[src/rtl/ram_arb_pkg.sv]
// Shared types for the two-master main-RAM arbiter.
package ram_arb_pkg;

  typedef enum logic [1:0] {
    IDLE = 2'd0,
    GNT0 = 2'd1,
    GNT1 = 2'd2
  } ram_arb_state_t;

  typedef logic master_idx_t;

  localparam master_idx_t M0 = 1'b0;
  localparam master_idx_t M1 = 1'b1;

endpackage

[src/rtl/ram_arb.sv]
// Round-robin arbiter serializing two masters' whole transactions onto one RAM port.
// Each master sees a plain RAM with wait states via its own READYn.
module ram_arb
  import ram_arb_pkg::*;
#(
  parameter int unsigned AW = 21,
  parameter int unsigned DW = 32,
  parameter int unsigned BW = 4
) (
  input  logic          CLK,
  input  logic          RES,
  input  logic          CE,
  input  logic [AW-1:0] M0_A,
  input  logic [DW-1:0] M0_DI,
  output logic [DW-1:0] M0_DO,
  input  logic          M0_CEn,
  input  logic          M0_WEn,
  input  logic [BW-1:0] M0_BEn,
  output logic          M0_READYn,
  input  logic [AW-1:0] M1_A,
  input  logic [DW-1:0] M1_DI,
  output logic [DW-1:0] M1_DO,
  input  logic          M1_CEn,
  input  logic          M1_WEn,
  input  logic [BW-1:0] M1_BEn,
  output logic          M1_READYn,
  output logic [AW-1:0] RAM_A,
  output logic [DW-1:0] RAM_DI,
  input  logic [DW-1:0] RAM_DO,
  output logic          RAM_CEn,
  output logic          RAM_WEn,
  output logic [BW-1:0] RAM_BEn,
  input  logic          RAM_READYn,
  output logic [1:0]    GNT
);

  ram_arb_state_t state, next_state;
  master_idx_t    last, next_last;

  logic req0, req1;
  assign req0 = ~M0_CEn;
  assign req1 = ~M1_CEn;

  // A lone requester wins; on a tie the master not served last wins.
  function automatic master_idx_t rr_pick(input logic r0, input logic r1,
                                          input master_idx_t prev);
    if (r0 && !r1) return M0;
    if (r1 && !r0) return M1;
    return (prev == M0) ? M1 : M0;
  endfunction

  // State and last-served pointer; advance only on CE edges.
  always_ff @(posedge CLK or posedge RES) begin
    if (RES) begin
      state <= IDLE;
      last  <= M1;
    end else if (CE) begin
      state <= next_state;
      last  <= next_last;
    end
  end

  // Completion wins over abort when READYn and a dropped CEn coincide;
  // the just-served master's CEn is not looked at on its completion edge.
  always_comb begin
    next_state = state;
    next_last  = last;
    case (state)
      IDLE: begin
        if (req0 || req1)
          next_state = (rr_pick(req0, req1, last) == M0) ? GNT0 : GNT1;
      end
      GNT0: begin
        if (!RAM_READYn) begin
          next_last  = M0;
          next_state = req1 ? GNT1 : IDLE;
        end else if (!req0) begin
          next_state = IDLE;
        end
      end
      GNT1: begin
        if (!RAM_READYn) begin
          next_last  = M1;
          next_state = req0 ? GNT0 : IDLE;
        end else if (!req1) begin
          next_state = IDLE;
        end
      end
      default: next_state = IDLE;
    endcase
  end

  // RAM port mux and per-master ready, decoded from the registered grant.
  always_comb begin
    RAM_A     = M0_A;
    RAM_DI    = M0_DI;
    RAM_CEn   = 1'b1;
    RAM_WEn   = 1'b1;
    RAM_BEn   = {BW{1'b1}};
    M0_READYn = 1'b1;
    M1_READYn = 1'b1;
    GNT       = 2'b00;
    case (state)
      GNT0: begin
        RAM_CEn   = 1'b0;
        RAM_WEn   = M0_WEn;
        RAM_BEn   = M0_BEn;
        M0_READYn = RAM_READYn;
        GNT       = 2'b01;
      end
      GNT1: begin
        RAM_A     = M1_A;
        RAM_DI    = M1_DI;
        RAM_CEn   = 1'b0;
        RAM_WEn   = M1_WEn;
        RAM_BEn   = M1_BEn;
        M1_READYn = RAM_READYn;
        GNT       = 2'b10;
      end
      default: ;
    endcase
  end

  assign M0_DO = RAM_DO;
  assign M1_DO = RAM_DO;

endmodule

[config.mk]
export PLATFORM = sky130hd
export DESIGN_NAME = ram_arb
export DESIGN_NICKNAME = d
export VERILOG_FILES = /design/src/rtl/ram_arb_pkg.sv /design/src/rtl/ram_arb.sv
export SDC_FILE = /design/constraint.sdc
export NUM_CORES = 1
export LEC_CHECK = 0
export CORE_AREA = 2 2 109 111
export CTS_CLUSTER_SIZE = 14
export DETAILED_ROUTE_END_ITERATION = 12
export DIE_AREA = 0 0 111 113
export HOLD_SLACK_MARGIN = 0.12
export PLACE_DENSITY = 0.57
export SKIP_CTS_REPAIR_TIMING = 1
export SKIP_LAST_GASP = 1
export SLEW_MARGIN = 20
export SYNTH_ARGS = -nofsm -noshare
export SYNTH_HDL_FRONTEND = slang
export SYNTH_SLANG_ARGS = --single-unit
[constraint.sdc]
create_clock -name CLK -period 2 [get_ports CLK]
set_input_delay 0.3 -clock CLK [delete_from_list [all_inputs] [get_ports CLK]]
set_output_delay 0.3 -clock CLK [all_outputs]
set_load 0.005 [all_outputs]
# Word level (Yosys, flattened, before mapping)
# Cells that the tools add are included.
# word_totals
regBits,3
latch_bits,0
ramBits,0
romBits,0
in_bits,154
word_cells,53
memories,0
# classes
add_sub_neg,0
n_mul,0
div,0
n_lt_le_gt_ge,0
eq_ne,7
n_shift,0
muxes,34
n_bitwise,2
reduce_logical,8
# op_table
operator,n
32-bit 2-to-1 mux,1
21-bit 2-to-1 mux,1
1-bit 2-to-1 mux,20
2-bit 2-to-1 mux,7
4-bit one-hot mux with 2 select lines,1
4-bit AND reduction,2
"2-bit != test, second input constant",3
"3-bit != test, second input constant",2
2-bit one-hot mux with 3 select lines,1
1-bit one-hot mux with 2 select lines,2
2-bit one-hot mux with 2 select lines,1
"2-bit by 1-bit == test with 1-bit output, second input constant",1
"2-bit == test, second input constant",1
1-bit logical AND,2
2-bit logical NOT,1
1-bit inverter,2
2-bit nonzero test,1
2-bit OR reduction,1
1-bit logical OR,1

# Logic depth before layout (Yosys ltp)
# Gate-level depths: netlist of the first run.
# logic_depth
ltp_word,15
depth_mapped,7
depth_no_buf,6

# Least setup slack after synthesis of the first run
# OpenSTA, ideal clock, no wires.
# synth_path
kind,register to output
startpoint,reg state[0]
endpoint,out RAM_A[15]
arrival_time_ps,1432
t_required_ps,1700
slack_ps,268
stages_incl_launch_ff,7
n_path_buf,3
path_cell_list,dfrtp_1 inv_1 ha_1 buf_2 buf_6 buf_2 mux2_1
# synth_via
elab_chain_len,2
# synth_lines
element,line_no,rtl
start: declaration,ram_arb.sv:37,"ram_arb_state_t state, next_state;"
start signal: assignment,ram_arb.sv:58,state <= next_state;
2-bit == test,ram_arb.sv:103,case (state)
21-bit 2-to-1 mux,ram_arb.sv:103,
end: declaration,ram_arb.sv:27,"output logic [AW-1:0] RAM_A,"
# Every way passes these cells.

# Final worst setup path of the first run
# layout_path
startpoint,reg state[0]
endpoint,out RAM_A[4]
# Same word-level chain as after synthesis.

==> results of run 1 <==
## layout make-up
cell class / instances / area share (%)
Clock buffer: 4 / 2.27
Inverter: 9 / 0.972
Multi-Input combinational cell: 79 / 24.7
Sequential cell: 3 / 2.23
Tap cell: 143 / 5.15
Timing Repair Buffer: 212 / 64.7
## critical path: stages (launching register included)
cell and delay [ns]:
dfrtp_1 0.38, inv_2 0.08, ha_4 0.16, buf_6 0.13, buf_12 0.13, mux2_1 0.32
clkdlybuf4s50_1 0.45
## kinds of logic after synthesis
logic type	count (synthesis)
adder cells (fa/ha/maj)	4
multiplexers	55
AND/OR/NAND/NOR	6
AO/OA/AOI/OAI	14
buffers and inverters	81
flip-flops	3
## routing by layer
metal  vias to the layer above  global-route usage, %  share of wire (%)
met4                         0                   1.83                1.1
li1                        785                      -                  -
met2                       127                   19.0                 52
met5                         -                      0                  0
met3                        20                   2.84                9.0
met1                       753                   10.3                 38
## per-stage QoR
| stage | worst slack, ns | hold WS, ns | cell area, um^2 | std cells | util, % |
|---|---|---|---|---|---|
| finish | -0.186 | 0.261 | 3480 | 450 | 30.8 |
| global route | -0.272 | 0.287 | 3480 | 450 | 30.8 |
| CTS | -0.349 | 0.266 | 3120 | 431 | 27.7 |
| detailed placement | -0.0923 | 0.500 | 3040 | 427 | 27.0 |
| global placement | -0.0935 | 0.489 | 3040 | 427 | 27.0 |
| floorplan | 0.268 | 0.0529 | 1460 | 163 | - |
## cell usage in the layout (no fill, tap or decap)
cell type	Yosys	layout
nor2b_1	1	1
buf_12	0	2
nand2_1	2	2
mux2_1	52	51
o21ai_0	2	2
a21oi_2	1	1
inv_2	0	3
ha_1	4	1
and2b_1	2	2
dfrtp_2	0	1
clkbuf_1	0	1
nand3_1	1	1
mux2i_1	2	2
a21oi_1	2	2
o32a_1	2	2
inv_1	9	6
clkbuf_2	0	8
dfstp_2	1	1
clkbuf_16	0	7
ha_4	0	3
mux2_4	0	1
buf_8	0	2
dlymetal6s2s_1	0	44
dfrtp_1	2	1
a22o_1	2	2
buf_4	66	16
mux2_2	1	1
buf_6	1	5
clkdlybuf4s50_1	0	131
a221o_1	5	5
## how the worst min path moves through the flow
stage               start       end  slack, ns  cells past startpoint
global route          RES  state[0]       0.29                      2
finish                RES  state[0]       0.26                      2
CTS                   RES  state[0]       0.27                      2
global placement      RES  state[0]       0.49                      2
detailed placement    RES  state[1]       0.50                      2
floorplan             RES  state[0]       0.05                      1
## registers in the layout, summed over array words and instances, names as in the netlist
| register | cells |
|---|---|
| state | 2 |
| last | 1 |
## report_power, final
part           switching, mW  leakage (nW)  total, mW  internal, mW
combinational          0.940          1.63       2.64          1.70
clock                 0.0574        0.0382      0.321         0.263
sequential            0.0292        0.0346      0.129        0.0997
total                   1.03          1.70       3.09          2.06
==> flow_metrics.tcl, run 1 <==
set metrics [dict create \
    outcome "complete, but fails checks" \
    violations "setup timing" \
    syn_nets 321 \
    synthFlopType "dfrtp_1" \
    multi_input_area_um2 858 \
    muxShareOfSynthArea_pct 42.3 \
    worst_slack_ns -0.186 \
    synth_top_family_by_area "multiplexers" \
    syn_to_final_growth_pct 138 \
    yosysSeqAreaShare_pct 5.23 \
    synthesis.area_mm2 0.00146 \
    avgViaCountPerCell 3.74 \
    cp.required_ns 1.70 \
    endpoint "RAM_A[4]" \
    rrSetupSlack_ns 0.27 \
    drt_pass1_iterations 4 \
    reg2reg_depth 9 \
    io_pins 281 \
    slew_headroom_pct 87.9 \
    regToRegStartpoint "state[1]" \
    cts_tree "yes" \
    clk_path_buf_depth 2 \
    synth_edf_count 0 \
    die_w_um 111 \
    arrival_ns 1.89 \
    start_util_pct 12.9 \
    chipHeight_um 113 \
    wl_per_cell_um 16.9 \
    worstSetupPathType "flip-flop to output port" \
    synth-async-reset-ratio_pct 100 \
    nFillCells 1169 \
    seq_area_um2 77.6 \
    grt_max_degree 29 \
    dr.first_iter.drc_count 29 \
    drc_errors 0 \
    clk_latency_ns 0.22 \
    track_usage_pct 9.66 \
    synth_seq_cells 3 \
    setup_viol 12 \
    setup.worst_path.start "state[0]" \
    synth_top_cells_by_count "66 x buf_4, 52 x mux2_1, 9 x inv_1, 5 x a221o_1, 5 x buf_2" \
    endpoint_kind "output port" \
    grt_first_pass_wirelength_mm 9.62 \
    rsz0062_at_grt "true" \
    vias 1685 \
    port_buffers 184 \
    synth_compound_area_share_pct 7.98 \
    gr-total-overflow 0 \
    fin_skew_ns 0.000752 \
    synth_top_cell_area_share_pct 40.1 \
    power_mw 3.09 \
    drv_slew 0 \
    synth_fa_ha_area_share_pct 3.43 \
    yosysMostFrequentCell "buf_4" \
    antenna_found_initial 0 \
    nNetsFinal 466 \
    core_area_mm2 0.0113 \
    yosys.area.top_type "mux2_1" \
    period_share_pct 109 \
    ys_top_cells_by_area "mux2_1 40%, buf_4 34%, a221o_1 3.4%" \
    hpwlAfterDp_mm 5.73 \
    avgSynthCellArea_um2 8.95 \
    r2r_end "state[1]" \
    yosysWarnings 0 \
    antenna_left 0 \
    cap_viol_max_count 0 \
    syn-instance-count 163 \
    fin_crit_ns 2.19 \
    worst_pin_slew_ns 0.181 \
    clkSinkCount 3 \
    antenna_cells 0 \
    numCtsBuffers 3 \
    vdd_drop_max_mv 0.628 \
    critPathLaunchType "flip-flop" \
    core.rowCount 39 \
    synth_cell_types 20 \
    place_congestion 0.766 \
    synth-xor-area-share_pct 0 \
    power_density_mw_per_mm2 889 \
    setup_tns_ns -1.60 \
    drive_gt1_share_pct 16.6 \
    die-area_mm2 0.0125 \
    hold_violations 0 \
    cts.htree.levels 1 \
    clk_pin_slew_ns 0.03 \
    cp_max_fo 7 \
    p_leak_nw 1.70 \
    hold_path.class "input pin to async pin" \
    drt-total-wl_mm 7.59 \
    grt_pass1_vias 1668 \
    max_freq_mhz 457 \
    cts-root-buf "clkbuf_16" \
    synth_simple_gate_area_share_pct 2.32 \
]
Note: power is estimated with default switching activity, not from simulation.
==> run 2: changes to the inputs <==
--- a/config.mk
+++ b/config.mk
@@ -6,6 +6,7 @@
 export NUM_CORES = 1
 export LEC_CHECK = 0
 export CORE_AREA = 2 2 109 111
+export CTS_BUF_LIST = sky130_fd_sc_hd__clkbuf_8
 export CTS_CLUSTER_SIZE = 14
 export DETAILED_ROUTE_END_ITERATION = 12
 export DIE_AREA = 0 0 111 113
==> flow_metrics.tcl, run 2 (synthesis results as in run 1) <==
set metrics [dict create \
    regMostFlops "state" \
    worstPathCellList "inv_2, ha_4, buf_6, buf_12, mux2_1, clkdlybuf4s50_1" \
    preCtsSetupSlack_ns -0.0923 \
    clk_pin_slew_ns 0.03 \
    layout_commonest_cell "clkdlybuf4s50_1" \
    wl_per_cell_um 16.9 \
    post-route-util_pct 30.4 \
    seq_area_um2 76.3 \
    numCtsBuffers 3 \
    antenna_cells 0 \
    wl_met1_mm 2.91 \
    hold_path.class "input pin to async pin" \
    top_layer_used "met4" \
    cts-root-buf "clkbuf_8" \
    clkSinkCount 3 \
    setup_viol 15 \
    largest_reg_flops 2 \
    outcome "complete, but fails checks" \
    dr.first_iter.drc_count 50 \
    worstSetupPathType "flip-flop to output port" \
    worst_pin_slew_ns 0.187 \
    fin_skew_ns 0.00128 \
    io_pins 281 \
    start_util_pct 12.9 \
    drt-total-wl_mm 7.56 \
    drv_slew 0 \
    gr-total-overflow 0 \
    die_w_um 111 \
    vdd_drop_max_mv 0.616 \
    placedInstanceArea_mm2 0.00304 \
    met3_wirelength_um 679 \
    cts_tree "yes" \
    cap_viol_max_count 0 \
    drc_errors 0 \
    grt_max_degree 29 \
    drt_pass1_iterations 4 \
    grt_first_pass_wirelength_mm 9.64 \
    core_area_mm2 0.0113 \
    track_usage_pct 9.66 \
    slew_headroom_pct 87.5 \
    clk_latency_ns 0.22 \
    largestRegisters "state: 2 flops, last: 1 flops" \
    violations "setup timing" \
    nNetsFinal 464 \
    cts.htree.levels 1 \
    cp_num_buf_inv 4 \
    setup.worst_path.start "state[0]" \
    vias 1675 \
    wl_met2_mm 3.89 \
    p_leak_nw 1.70 \
    grt_pass1_vias 1674 \
    max_freq_mhz 459 \
    cp_max_fo 7 \
    place_congestion 0.766 \
    drive_gt1_share_pct 14.1 \
    endpoint_kind "output port" \
    hpwlAfterDp_mm 5.73 \
    rsz0062_at_grt "true" \
    final_cell_area_mm2 0.00343 \
    core.rowCount 39 \
    regToRegStartpoint "state[1]" \
    fin_crit_ns 2.18 \
    arrival_ns 1.88 \
    critPathMaxStageDelay_ns 0.45 \
    avgViaCountPerCell 3.74 \
    antenna_left 0 \
    multi_input_area_um2 846 \
    period_share_pct 109 \
    clk_path_buf_depth 2 \
    critPathLaunchType "flip-flop" \
    setup_tns_ns -1.74 \
    power_density_mw_per_mm2 855 \
    antenna_found_initial 0 \
    die-area_mm2 0.0125 \
    path_delay_family "buffers and inverters" \
    chipHeight_um 113 \
    worst_slack_ns -0.179 \
    nFillCells 1172 \
    cp.required_ns 1.70 \
    syn_to_final_growth_pct 135 \
    port_buffers 184 \
    final_cell_mix "132 x clkdlybuf4s50_1, 51 x mux2_1, 46 x dlymetal6s2s_1" \
    cp_slowest_cell "clkdlybuf4s50_1" \
    power_mw 2.93 \
    hold_violations 0 \
]
[run 2: cell count changes in the layout (fill, tap and decap cells not counted), moves of 2 or more]
cell            previous run  this run
clkbuf_16                  7         4
clkbuf_8                   0         3
inv_1                      6         8
buf_4                     16        14
dlymetal6s2s_1            44        46
clkbuf_2                   8         5
[run 2: worst reg2reg max path: cells and delay by family (launching register included)]
| kind | cells | cell delay (ns) |
|---|---|---|
| multiplexers | 1 | 0.07 |
| AND/OR/NAND/NOR | 1 | 0.16 |
| adder cells (fa/ha/maj) | 1 | 0.20 |
| flip-flops | 1 | 0.42 |
| AO/OA/AOI/OAI | 2 | 0.32 |
| buffers and inverters | 3 | 0.40 |
[run 2: routing by layer]
metal  GRT usage [%]  vias up
met5               0        -
met4            1.58        0
met3            2.84       18
met2            19.0      123
met1            10.3      752
li1                -      782
[run 2: stage by stage]
| stage | std cells | hold WS, ns |
|---|---|---|
| finish | 448 | 0.265 |
| global route | 448 | 0.288 |
| CTS | 431 | 0.269 |
| detailed placement | 427 | 0.500 |
| global placement | 427 | 0.489 |
| floorplan | 163 | 0.0529 |
[run 2: area by class of cell]
| type | count | share of cell area [%] |
|---|---|---|
| Sequential cell | 3 | 2.23 |
| Clock buffer | 3 | 1.20 |
| Multi-Input combinational cell | 79 | 24.7 |
| Inverter | 9 | 0.985 |
| Timing Repair Buffer | 210 | 65.6 |
| Tap cell | 143 | 5.22 |
| Clock inverter | 1 | 0.109 |
[run 2: power by group]
group,total (mW),internal [mW],switching (mW)
clock network,0.176,0.131,0.0448
registers,0.126,0.0977,0.0282
logic,2.63,1.70,0.931
total,2.93,1.93,1.00
[run 2: path summary, 6_finish.rpt]
kind	end	slack [ns]	cells after the start
min	state[0]	0.27	2
min reg2reg	last	0.58	1
max reg2reg	state[0]	0.31	8
max	RAM_A[4]	-0.18	6
max in group asynchronous	last	1.51	2
min in group CLK	last	0.58	1
==> variant 1: new RTL, config.mk and constraints of run 1 <==
Change the parameter `AW` from 21 to 42.
--- a/src/rtl/ram_arb.sv
+++ b/src/rtl/ram_arb.sv
@@ -3,7 +3,7 @@
 module ram_arb
   import ram_arb_pkg::*;
 #(
-  parameter int unsigned AW = 21,
+  parameter int unsigned AW = 42,
   parameter int unsigned DW = 32,
   parameter int unsigned BW = 4
 ) (
Ports: changed (resized M0_A, M1_A and RAM_A); port bits go from 281 to 344. The function was not compared with the original's and may differ.
==> variant 1 against run 1 <==
- the run still ends with setup timing left
- critical endpoint is now RAM_A[16]
- sequential cell count unchanged
- largest cell class unchanged
- first-iteration DRC count up 6.9%
- global-route usage up 1.9 points
- wire length up 19%
- largest power group unchanged
- worst setup slack worse by 0.0057 ns
- clock skew about the same
- total power up 26%
- design area up 30%
- area after synthesis up 17%
==> variant 1: results (changes against run 1) <==
most instantiated cells after synthesis sky130_fd_sc_hd__mux2_2, sky130_fd_sc_hd__buf_4, sky130_fd_sc_hd__inv_1, sky130_fd_sc_hd__buf_2; fraction of the mapped netlist area in adder cells 0.02930 (-0.005001); nets in the synthesized netlist 386 (+20%); violated checks setup timing; number of flip-flops and latches 3 (unchanged); routability congestion estimate 0.8076 (+5.4%); sequential area share after synthesis 0.04469 (-0.007627); total non-filler cell area in the finished layout 4514 sq um (+30%); multi-input combinational cell area 1079 sq um (+26%); status finished with violations; maximum number of pins on one net before global-route repair 34 (+17%); clock tree skew after final layout 0.0007114 ns (-0.00004011 ns); share of the synthesized area in compound gates (AO/OA/AOI/OAI) 0.06813 (-0.01163); worst-case register-to-register setup slack 0.30 ns (+0.03 ns); count of multi-input combinational gates 100 (+27%); Final Worst Setup Slack -0.1922 ns (-0.005737 ns); worst-case vdd ir drop 530.1 uV (-16%); global-route wire length before repair 11450 um (+19%); violation count after the first detailed-routing iteration 31 (+6.9%); cell count after placement 508 (+19%); Gate Count Post-Synth 186 (+14%); endpoint of the worst register-to-register path state[0]$_DFFE_PP0P_; aggregate negative setup slack -2.894 ns (-1.295 ns); cells on worst reg2reg path 7 (-2); area of placed instances 3897 sq um (+28%); number of setup violations in the final report 40 (+28); clock network area share 0.01746 (-0.005217)
variant 1: changes by cell type in the layout (fill, tap and decap cells not counted), moves of 2 or more:
cell                              change
sky130_fd_sc_hd__mux2_2              +68
sky130_fd_sc_hd__mux2_1              -46
sky130_fd_sc_hd__clkdlybuf4s50_1     +39
sky130_fd_sc_hd__dlymetal6s2s_1      +33
sky130_fd_sc_hd__buf_4                +8
sky130_fd_sc_hd__clkbuf_2             -8
sky130_fd_sc_hd__buf_6                -3
sky130_fd_sc_hd__buf_12               +2
variant 1: per-layer routing:
layer / track usage / vias up / wire [um]
li1: - / 1012 / -
met1: 0.1087 / 974 / 3021
met2: 0.2229 / 167 / 4851
met3: 0.04928 / 24 / 941
met4: 0.04000 / 0 / 209
met5: 0 / - / 0
variant 1: power breakdown:
part           switching, mW  internal, mW
Combinational           1.12          2.33
Clock                 0.0545         0.263
Sequential            0.0258        0.0978
